File: src/rtl/stack_buf.sv
// rtl/stack_buf.sv - parametrised LIFO stack with flags and sticky errors
module stack_buf #(
    parameter int DATA_WIDTH = 8,
    parameter int ADDR_WIDTH = 4,
    parameter int AF_LEVEL   = (2 ** ADDR_WIDTH) - 2,
    parameter int AE_LEVEL   = 2
) (
    input  logic                  iCLK,
    input  logic                  iRESET,
    input  logic                  iCLR,
    input  logic                  iPUSH,
    input  logic                  iPOP,
    input  logic [DATA_WIDTH-1:0] iDATA,
    output logic [DATA_WIDTH-1:0] oDATA,
    output logic [ADDR_WIDTH:0]   oCOUNT,
    output logic                  oFULL,
    output logic                  oEMPTY,
    output logic                  oALMOST_FULL,
    output logic                  oALMOST_EMPTY,
    output logic                  oOVF,
    output logic                  oUDF
);

    localparam int CW    = ADDR_WIDTH + 1;
    localparam int DEPTH = 2 ** ADDR_WIDTH;
    localparam logic [CW-1:0] DEPTH_C = CW'(DEPTH);
    localparam logic [CW-1:0] AF_C    = CW'(AF_LEVEL);
    localparam logic [CW-1:0] AE_C    = CW'(AE_LEVEL);

    logic [CW-1:0]         count_q, count_d;
    logic                  ovf_q, ovf_d;
    logic                  udf_q, udf_d;
    logic [DATA_WIDTH-1:0] mem_q [DEPTH];

    logic                  wr_en;
    logic [ADDR_WIDTH-1:0] wr_addr;
    logic [ADDR_WIDTH-1:0] top_idx;
    logic                  full, empty;

    assign full    = (count_q == DEPTH_C);
    assign empty   = (count_q == '0);
    // Low bits wrap at full (count == DEPTH) to index DEPTH-1, which is the true top.
    assign top_idx = count_q[ADDR_WIDTH-1:0] - ADDR_WIDTH'(1);

    always_comb begin
        count_d = count_q;
        ovf_d   = ovf_q;
        udf_d   = udf_q;
        wr_en   = 1'b0;
        wr_addr = '0;
        if (iCLR) begin
            count_d = '0;
            ovf_d   = 1'b0;
            udf_d   = 1'b0;
        end else if (iPUSH && iPOP) begin
            wr_en = 1'b1;
            if (empty) begin
                count_d = CW'(1);
                udf_d   = 1'b1;
            end else begin
                wr_addr = top_idx;
            end
        end else if (iPUSH) begin
            if (full) begin
                ovf_d = 1'b1;
            end else begin
                wr_en   = 1'b1;
                wr_addr = count_q[ADDR_WIDTH-1:0];
                count_d = count_q + CW'(1);
            end
        end else if (iPOP) begin
            if (empty) udf_d = 1'b1;
            else       count_d = count_q - CW'(1);
        end
    end

    always_ff @(posedge iCLK or posedge iRESET) begin
        if (iRESET) begin
            count_q <= '0;
            ovf_q   <= 1'b0;
            udf_q   <= 1'b0;
        end else begin
            count_q <= count_d;
            ovf_q   <= ovf_d;
            udf_q   <= udf_d;
        end
    end

    // Storage is deliberately unreset; count alone defines which entries are valid.
    always_ff @(posedge iCLK) begin
        if (wr_en) mem_q[wr_addr] <= iDATA;
    end

    assign oDATA         = empty ? '0 : mem_q[top_idx];
    assign oCOUNT        = count_q;
    assign oFULL         = full;
    assign oEMPTY        = empty;
    assign oALMOST_FULL  = (count_q >= AF_C);
    assign oALMOST_EMPTY = (count_q <= AE_C);
    assign oOVF          = ovf_q;
    assign oUDF          = udf_q;

endmodule

File: config.mk
export PLATFORM = sky130hd
export DESIGN_NAME = stack_buf
export DESIGN_NICKNAME = d
export VERILOG_FILES = /design/src/rtl/stack_buf.sv
export SDC_FILE = /design/constraint.sdc
export NUM_CORES = 1
export LEC_CHECK = 0
export CAP_MARGIN = 10
export CORE_MARGIN = 2
export CORE_UTILIZATION = 40
export CTS_BUF_LIST = sky130_fd_sc_hd__clkbuf_4 sky130_fd_sc_hd__clkbuf_8
export DETAILED_ROUTE_END_ITERATION = 6
export GPL_TIMING_DRIVEN = 0
export SYNTH_ARGS = -nofsm -noshare
export SYNTH_HDL_FRONTEND = slang
export SYNTH_SLANG_ARGS = --single-unit
export TNS_END_PERCENT = 50
File: constraint.sdc
create_clock -name iCLK -period 3.88 [get_ports iCLK]
set_input_delay 0.582 -clock iCLK [delete_from_list [all_inputs] [get_ports iCLK]]
set_output_delay 0.582 -clock iCLK [all_outputs]
set_load 0.01 [all_outputs]
==> metrics.md, run 1 <==
| Metric | Value |
|---|---|
| Worst slew margin | `about two fifths` |
| Met1 usage | `approximately 22%` |
| Fin util | `between 40% and 50%` |
| Max-cap violation count | `0` |
| Clk slew on worst S/H paths | `approximately 80 ps` |
| Met2 Use GR | `28.5%` |
| Fin area | `0.00696 mm²` |
| Reg-to-Reg End | `mem_q[7][4]` |
| Clock network fraction of design power | `26.2%` |
| Final setup violating endpoints | `0` |
| Most common cell in the netlist | `edfxtp_1` |
| Worst Setup End Kind | `primary output` |
| TritonRoute pass-1 iters | `4` |
| Final Max Slew Viols | `0` |
| Share of synthesized registers carrying an async set or reset | `5.19%` |
| Comb power frac | `39.0%` |
| Commonest cells in the synthesized netlist | `edfxtp_1 (128), mux4_2 (33), mux2i_1 (17)` |
| Wirelength per Cell | `21.2 µm` |
| VDD IR max | `0.000370 V` |
| Post-DRT Antenna Nets | `0` |
| Outcome | `complete, no violations` |
| CP Launch Type | `flop` |
| Die X | `124 µm` |
| R2R depth | `10` |
| Routed wire length | `approximately 12,000 µm` |
| Worst Hold Slack | `384 ps` |
| Req. time, crit path | `3300 ps` |
| Synth unique cells | `46` |
| Period minus WS final | `3780 ps` |
| First-pass GRT wire length | `18,400 µm` |
| Root buf cell | `clkbuf_8` |
| Pwr Density | `707 mW/mm²` |
| Slowest cell on crit path | `clkdlybuf4s50_1` |
| CP Capture Point | `oDATA[1]` |
| Core area | `around 0.014 mm²` |
| Worst skew pair latency | `430 ps` |
| DP HPWL | `between 8000 and 9000 µm` |
| Worst setup margin | `97.7 ps` |
| CTS tree | `done` |
| Iteration-0 DRC Markers | `around 150` |
| Switch Pwr | `1.53 mW` |
| Critical path, cell by cell | `clkbuf_4, clkbuf_8, inv_1, ha_4, clkbuf_8, mux4_2, mux2i_1, o22ai_1, clkdlybuf4s50_1` |
| I/O pins | `32` |
| # clock sinks | `135` |
| Synthesis-to-finish area growth | `21.6%` |
| Met3 usage | `under 10%` |
| EDFF count, synth | `128` |
| Net Sw Frac | `between 30% and 40%` |
| N_diodes | `0` |
| Hold crit path type | `primary input to async pin` |
| Sequential share of the synthesized area | `70.2%` |
| Vias in the first global route | `~3,200` |
| Final hold vios | `0` |
| Syn_nets | `327` |
| Worst Path Arrival | `3200 ps` |
| Multi-input gate area | `0.00169 mm²` |
| Syn. warnings | `0` |
| Via Count | `3,046` |
| H-Tree Depth | `4` |
| Row cnt | `43` |
| Synth top area cells | `edfxtp_1 (67%), mux4_2 (13%), dfrtp_1 (3.1%)` |
| Fmax | `~260 MHz` |
| Antenna violations before repair | `0` |
| Static Leakage | `2.36 nW` |
| CP dominant cell by count | `clkbuf_8` |
| Netlist Area Pre-Place | `around 0.0057 mm²` |
| Synth area leader | `edfxtp_1` |
| Hold_buf cts | `0` |
| Max incr delay on CP | `520 ps` |
| Total track usage | `17.3%` |
| Sequential share of power | `34.8%` |
| Synth Instances | `around 310` |
| Die Area | `around 0.015 mm²` |
| Port bufs | `31` |
| Int Power | `3.39 mW` |
| Starting Density | `a little over 40%` |
| DRC viols | `0` |
| Critical path origin | `oCOUNT[0]` |
| Critical path type | `flop to primary output` |
| CTS Buf Count | `17` |
| DP Area | `around 0.0064 mm²` |
| Grt ovf | `0` |
| FILL cells | `between 1,000 and 1,500` |
| Grt peak-use layer | `met2` |
| Storage cell area | `0.00402 mm²` |
| Clock tree buffer depth | `2` |
| RSZ-0062 raised after global routing | `false` |
| Pre-CTS WS | `-665 ps` |
| Flops & latches, synth | `approximately 140` |
| Share of layout cells above drive strength 1 | `31.2%` |
| Largest net degree at the start of global routing | `17` |
| Synth Area per Inst | `18.7 µm²` |
| Top_reg_cell synth | `edfxtp_1` |
| Worst-Margin Slew | `886 ps` |
| Overall Power | `4.92 mW` |
| Top cell type's share of synthesized area | `approximately 67%` |
| Skew final | `between 8 and 9 ps` |
| Global placer's final weighted congestion | `0.842` |
| # nets final | `390` |
| Max Fanout on Critical Path | `10` |
| Routed vias/inst | `5.42` |
| Die extent in y | `124 µm` |
| Critical R2R Launch | `oCOUNT[0]` |
| Part of the cycle the worst path needs | `around 97%` |
| Worst R2R Setup Slack | `290 ps` |
==> how the worst min path moves through the flow <==
stage	end	slack (ps)	cells after the start
3_3_place_gp	oOVF	480	2
5_1_grt	oCOUNT[1]	390	2
2_1_floorplan	oCOUNT[0]	390	1
3_5_place_dp	oOVF	490	2
4_1_cts	oUDF	380	2
6_report	oCOUNT[3]	380	2
==> registers in the layout, indices dropped and copies added, names as in the netlist <==
name / count
oCOUNT: 5
mem_q: 128
oOVF: 1
oUDF: 1
==> what timing repair did <==
| item | 4_1_cts | 5_1_grt |
|---|---|---|
| cloned | 0 | 0 |
| buffers inserted | 0 | 2 |
| endpoints found under the setup margin | 58 | 8 |
| pin swaps | 0 | 1 |
| resized for setup | 18 | 5 |
==> cell type report <==
class | instances | area share, %
sequential | 135 | 57.7
multi-input combinational | 145 | 24.3
timing repair buffer | 45 | 6.00
clock buffer | 18 | 3.47
tap | 180 | 3.23
clock inverter | 14 | 2.95
buffer | 18 | 1.92
inverter | 7 | 0.377
==> critical path: cells and delay by family, from the launching register on <==
kind                       cells  cell delay [ps]
muxes                          2              600
buffers and inverters          5             1260
AOI/OAI and AO/OA              1              150
adders and majority gates      1              350
DFF                            1              410
==> placed cells by master (no fill, tap or decap), types with 7 or more instances in the layout <==
cell,n
clkdlybuf4s50_1,29
buf_4,13
o22ai_1,8
mux2i_1,15
a21oi_1,8
inv_1,7
mux4_2,33
dfrtp_1,7
nor4_2,8
edfxtp_1,128
clkbuf_8,21
==> power by group through the flow <==
stage / clock network, mW / logic, mW / registers, mW
2_1_floorplan: 0 / 1.10 / 1.74
3_3_place_gp: 0 / 1.77 / 1.75
3_5_place_dp: 0 / 1.80 / 1.75
4_1_cts: 1.32 / 1.91 / 1.71
5_1_grt: 1.37 / 2.04 / 1.72
6_report: 1.29 / 1.92 / 1.71
==> per-stage QoR <==
| step | setup TNS (ps) | std cells |
|---|---|---|
| after floorplan | 0 | 306 |
| after CTS | 0 | 560 |
| final | 0 | 562 |
| after global routing | 0 | 562 |
| after global placement | -86530 | 517 |
| after detailed placement | -8920 | 529 |
==> cell families after synthesis <==
group	count (synthesis)	synth area share, %
buf+inv	26	2.08
simple gates	48	5.07
flops	135	70.2
compound gates	32	3.71
fa+ha+maj	8	1.88
mux	52	16.3
xor+xnor	5	0.764
==> layer usage <==
| metal | part of all wire (%) | up-vias |
|---|---|---|
| met2 | 51 | 88 |
| li1 | - | 1387 |
| met3 | 5.2 | 20 |
| met5 | 0 | - |
| met1 | 41 | 1551 |
| met4 | 2.1 | 0 |
Note: power is estimated with default switching activity, not from simulation.
==> run 2, diff against run 1 <==
Settings changed: CORE_MARGIN 2 to not set, GPL_ROUTABILITY_DRIVEN set to 1, SKIP_CTS_REPAIR_TIMING set to 1.
==> run 2 against run 1 <==
Effect of this change: first-iteration DRC count increased by 61%; largest power group unchanged; clock skew rose by 2.9 ps; utilization fell by 0.13 points; routed wire length shrank 0.81%.
==> metrics.md, run 2 (same netlist as run 1, synthesis figures left out) <==
| Metric | Value |
|---|---|
| Post-DRT Antenna Nets | `0 (unchanged)` |
| Part of the cycle the worst path needs | `96.6% (-0.86 points)` |
| Die extent in y | `122 µm (-1.6%)` |
| Overall Power | `4.89 mW (-0.64%)` |
| Die X | `122 µm (-1.6%)` |
| Wirelength per Cell | `21.0 µm (-0.98%)` |
| # nets final | `391 (+0.26%)` |
| Cell Count, Final, Fillers Out | `563 (+0.18%)` |
| DRC viols | `0 (unchanged)` |
| Hold crit path type | `primary input to async pin` |
| Biggest register | `mem_q` |
| Pwr Density | `705 mW/mm² (-0.37%)` |
| VDD IR max | `0.000497 V (+34%)` |
| Synthesis-to-finish area growth | `21.2%` |
| Most frequent cells in the layout | `edfxtp_1 (128), mux4_2 (33), clkdlybuf4s50_1 (31)` |
| Clk slew on worst S/H paths | `80 ps (about the same)` |
| Core area | `0.0139 mm² (unchanged)` |
| Worst Path Arrival | `3170 ps (-30 ps)` |
| Max-cap violation count | `0 (unchanged)` |
| Largest register FFs | `128 (unchanged)` |
| Worst slew margin | `37.5% (-3.1 points)` |
| Reg-to-Reg End | `mem_q[2][3]` |
| Root buf cell | `clkbuf_8` |
| DP HPWL | `8100 µm (-0.87%)` |
| Commonest non-fill, non-tap cell in the layout | `edfxtp_1` |
| Fin area | `0.00694 mm² (-0.27%)` |
| Max Fanout on Critical Path | `10 (unchanged)` |
| Placed cell count | `530 (+0.19%)` |
| TritonRoute pass-1 iters | `5 (+1)` |
| Slowest cell on crit path | `clkdlybuf4s50_1` |
| Row cnt | `43 (unchanged)` |
| Worst Setup End Kind | `primary output` |
| Fin Setup TNS | `0 ps (unchanged)` |
| Die Area | `0.0148 mm² (-3.2%)` |
| Critical path origin | `oCOUNT[0]` |
| Max incr delay on CP | `510 ps (about the same)` |
| DP Area | `0.00642 mm² (about the same)` |
| Largest net degree at the start of global routing | `17 (unchanged)` |
| Critical path, cell by cell | `clkbuf_4, buf_6, inv_1, ha_4, buf_4, mux4_2, mux2i_1, o22ai_1, clkdlybuf4s50_1` |
| I/O pins | `32 (unchanged)` |
| Antenna violations before repair | `0 (unchanged)` |
| First-pass GRT wire length | `18,000 µm (-2.2%)` |
| Iteration-0 DRC Markers | `246 (+61%)` |
| Final setup violating endpoints | `0 (unchanged)` |
| CTS tree | `done` |
| Skew final | `10.9 ps (+2.86 ps)` |
| Clock tree buffer depth | `2 (unchanged)` |
| Total track usage | `17.5% (+0.24 points)` |
| Outcome | `complete, no violations` |
| Fmax | `267 MHz (+0.89%)` |
| H-Tree Depth | `4 (unchanged)` |
| Worst skew pair latency | `440 ps (about the same)` |
| CP Launch Type | `flop` |
| Worst R2R Setup Slack | `280 ps (about the same)` |
| R2R depth | `10 (unchanged)` |
| Routed wire length | `11,800 µm (-0.81%)` |
| WP buf/inv | `5 (unchanged)` |
| Critical R2R Launch | `oCOUNT[0]` |
| Worst-Margin Slew | `932 ps (+46.5 ps)` |
| Critical path type | `flop to primary output` |
| Port bufs | `31 (unchanged)` |
| Period minus WS final | `3750 ps (-33.2 ps)` |
| FILL cells | `1,163 (-0.086%)` |
| CTS Buf Count | `17 (unchanged)` |
| Req. time, crit path | `3300 ps (about the same)` |
| Final Max Slew Viols | `0 (unchanged)` |
| Via Count | `3,078 (+1.1%)` |
| Vias in the first global route | `3,081 (-3.4%)` |
| Static Leakage | `2.34 nW (-1.2%)` |
| # clock sinks | `135 (unchanged)` |
| Starting Density | `41.1% (unchanged)` |
| Share of layout cells above drive strength 1 | `30.5% (-0.60 points)` |
| Final hold vios | `0 (unchanged)` |
| Routed vias/inst | `5.47 (+0.87%)` |
| Global placer's final weighted congestion | `0.820 (-2.6%)` |
| Grt ovf | `0 (unchanged)` |
| N_diodes | `0 (unchanged)` |
| Top delay family on crit path | `buffers and inverters` |
-- run 2: routing by layer --
layer	track usage [%]	share of wire, %	vias up
li1	-	-	1390
met1	22.1	43	1569
met2	28.6	50	100
met3	5.10	5.4	19
met4	6.87	2.0	0
met5	0	0	-
-- run 2: power by group --
| part | leakage [nW] | switching (mW) | total, mW | internal (mW) |
|---|---|---|---|---|
| Sequential | 1.25 | 0.0485 | 1.71 | 1.67 |
| Clock | 0.223 | 0.519 | 1.28 | 0.766 |
| Combinational | 0.866 | 0.946 | 1.89 | 0.948 |
-- run 2: how the worst max path moves through the flow --
stage	to	slack, ps	depth (start not counted)
after floorplan	mem_q[10][0]	120	10
after global placement	mem_q[12][1]	-1080	10
after detailed placement	oDATA[4]	-640	10
after CTS	oDATA[4]	-1160	10
after global routing	oDATA[1]	-20	9
final	oDATA[1]	130	9
-- run 2: layout make-up --
cell class	count	area, µm²	share of cell area, %
plain buffers	18	120	1.73
clock buffers	18	241	3.48
clock inverters	14	206	2.97
inverters	7	26.3	0.378
multi-input cells	145	1690	24.3
flip-flops and latches	135	4020	57.9
well taps	180	225	3.24
repair buffers	46	420	6.05
-- run 2: metrics by stage --
stage	setup slack, ps	hold slack (ps)	utilization [%]
finish	131	382	49.8
global route	-15.2	408	49.8
CTS	-1160	376	49.3
detailed placement	-642	491	46.1
global placement	-1080	476	44.9
floorplan	121	385	-
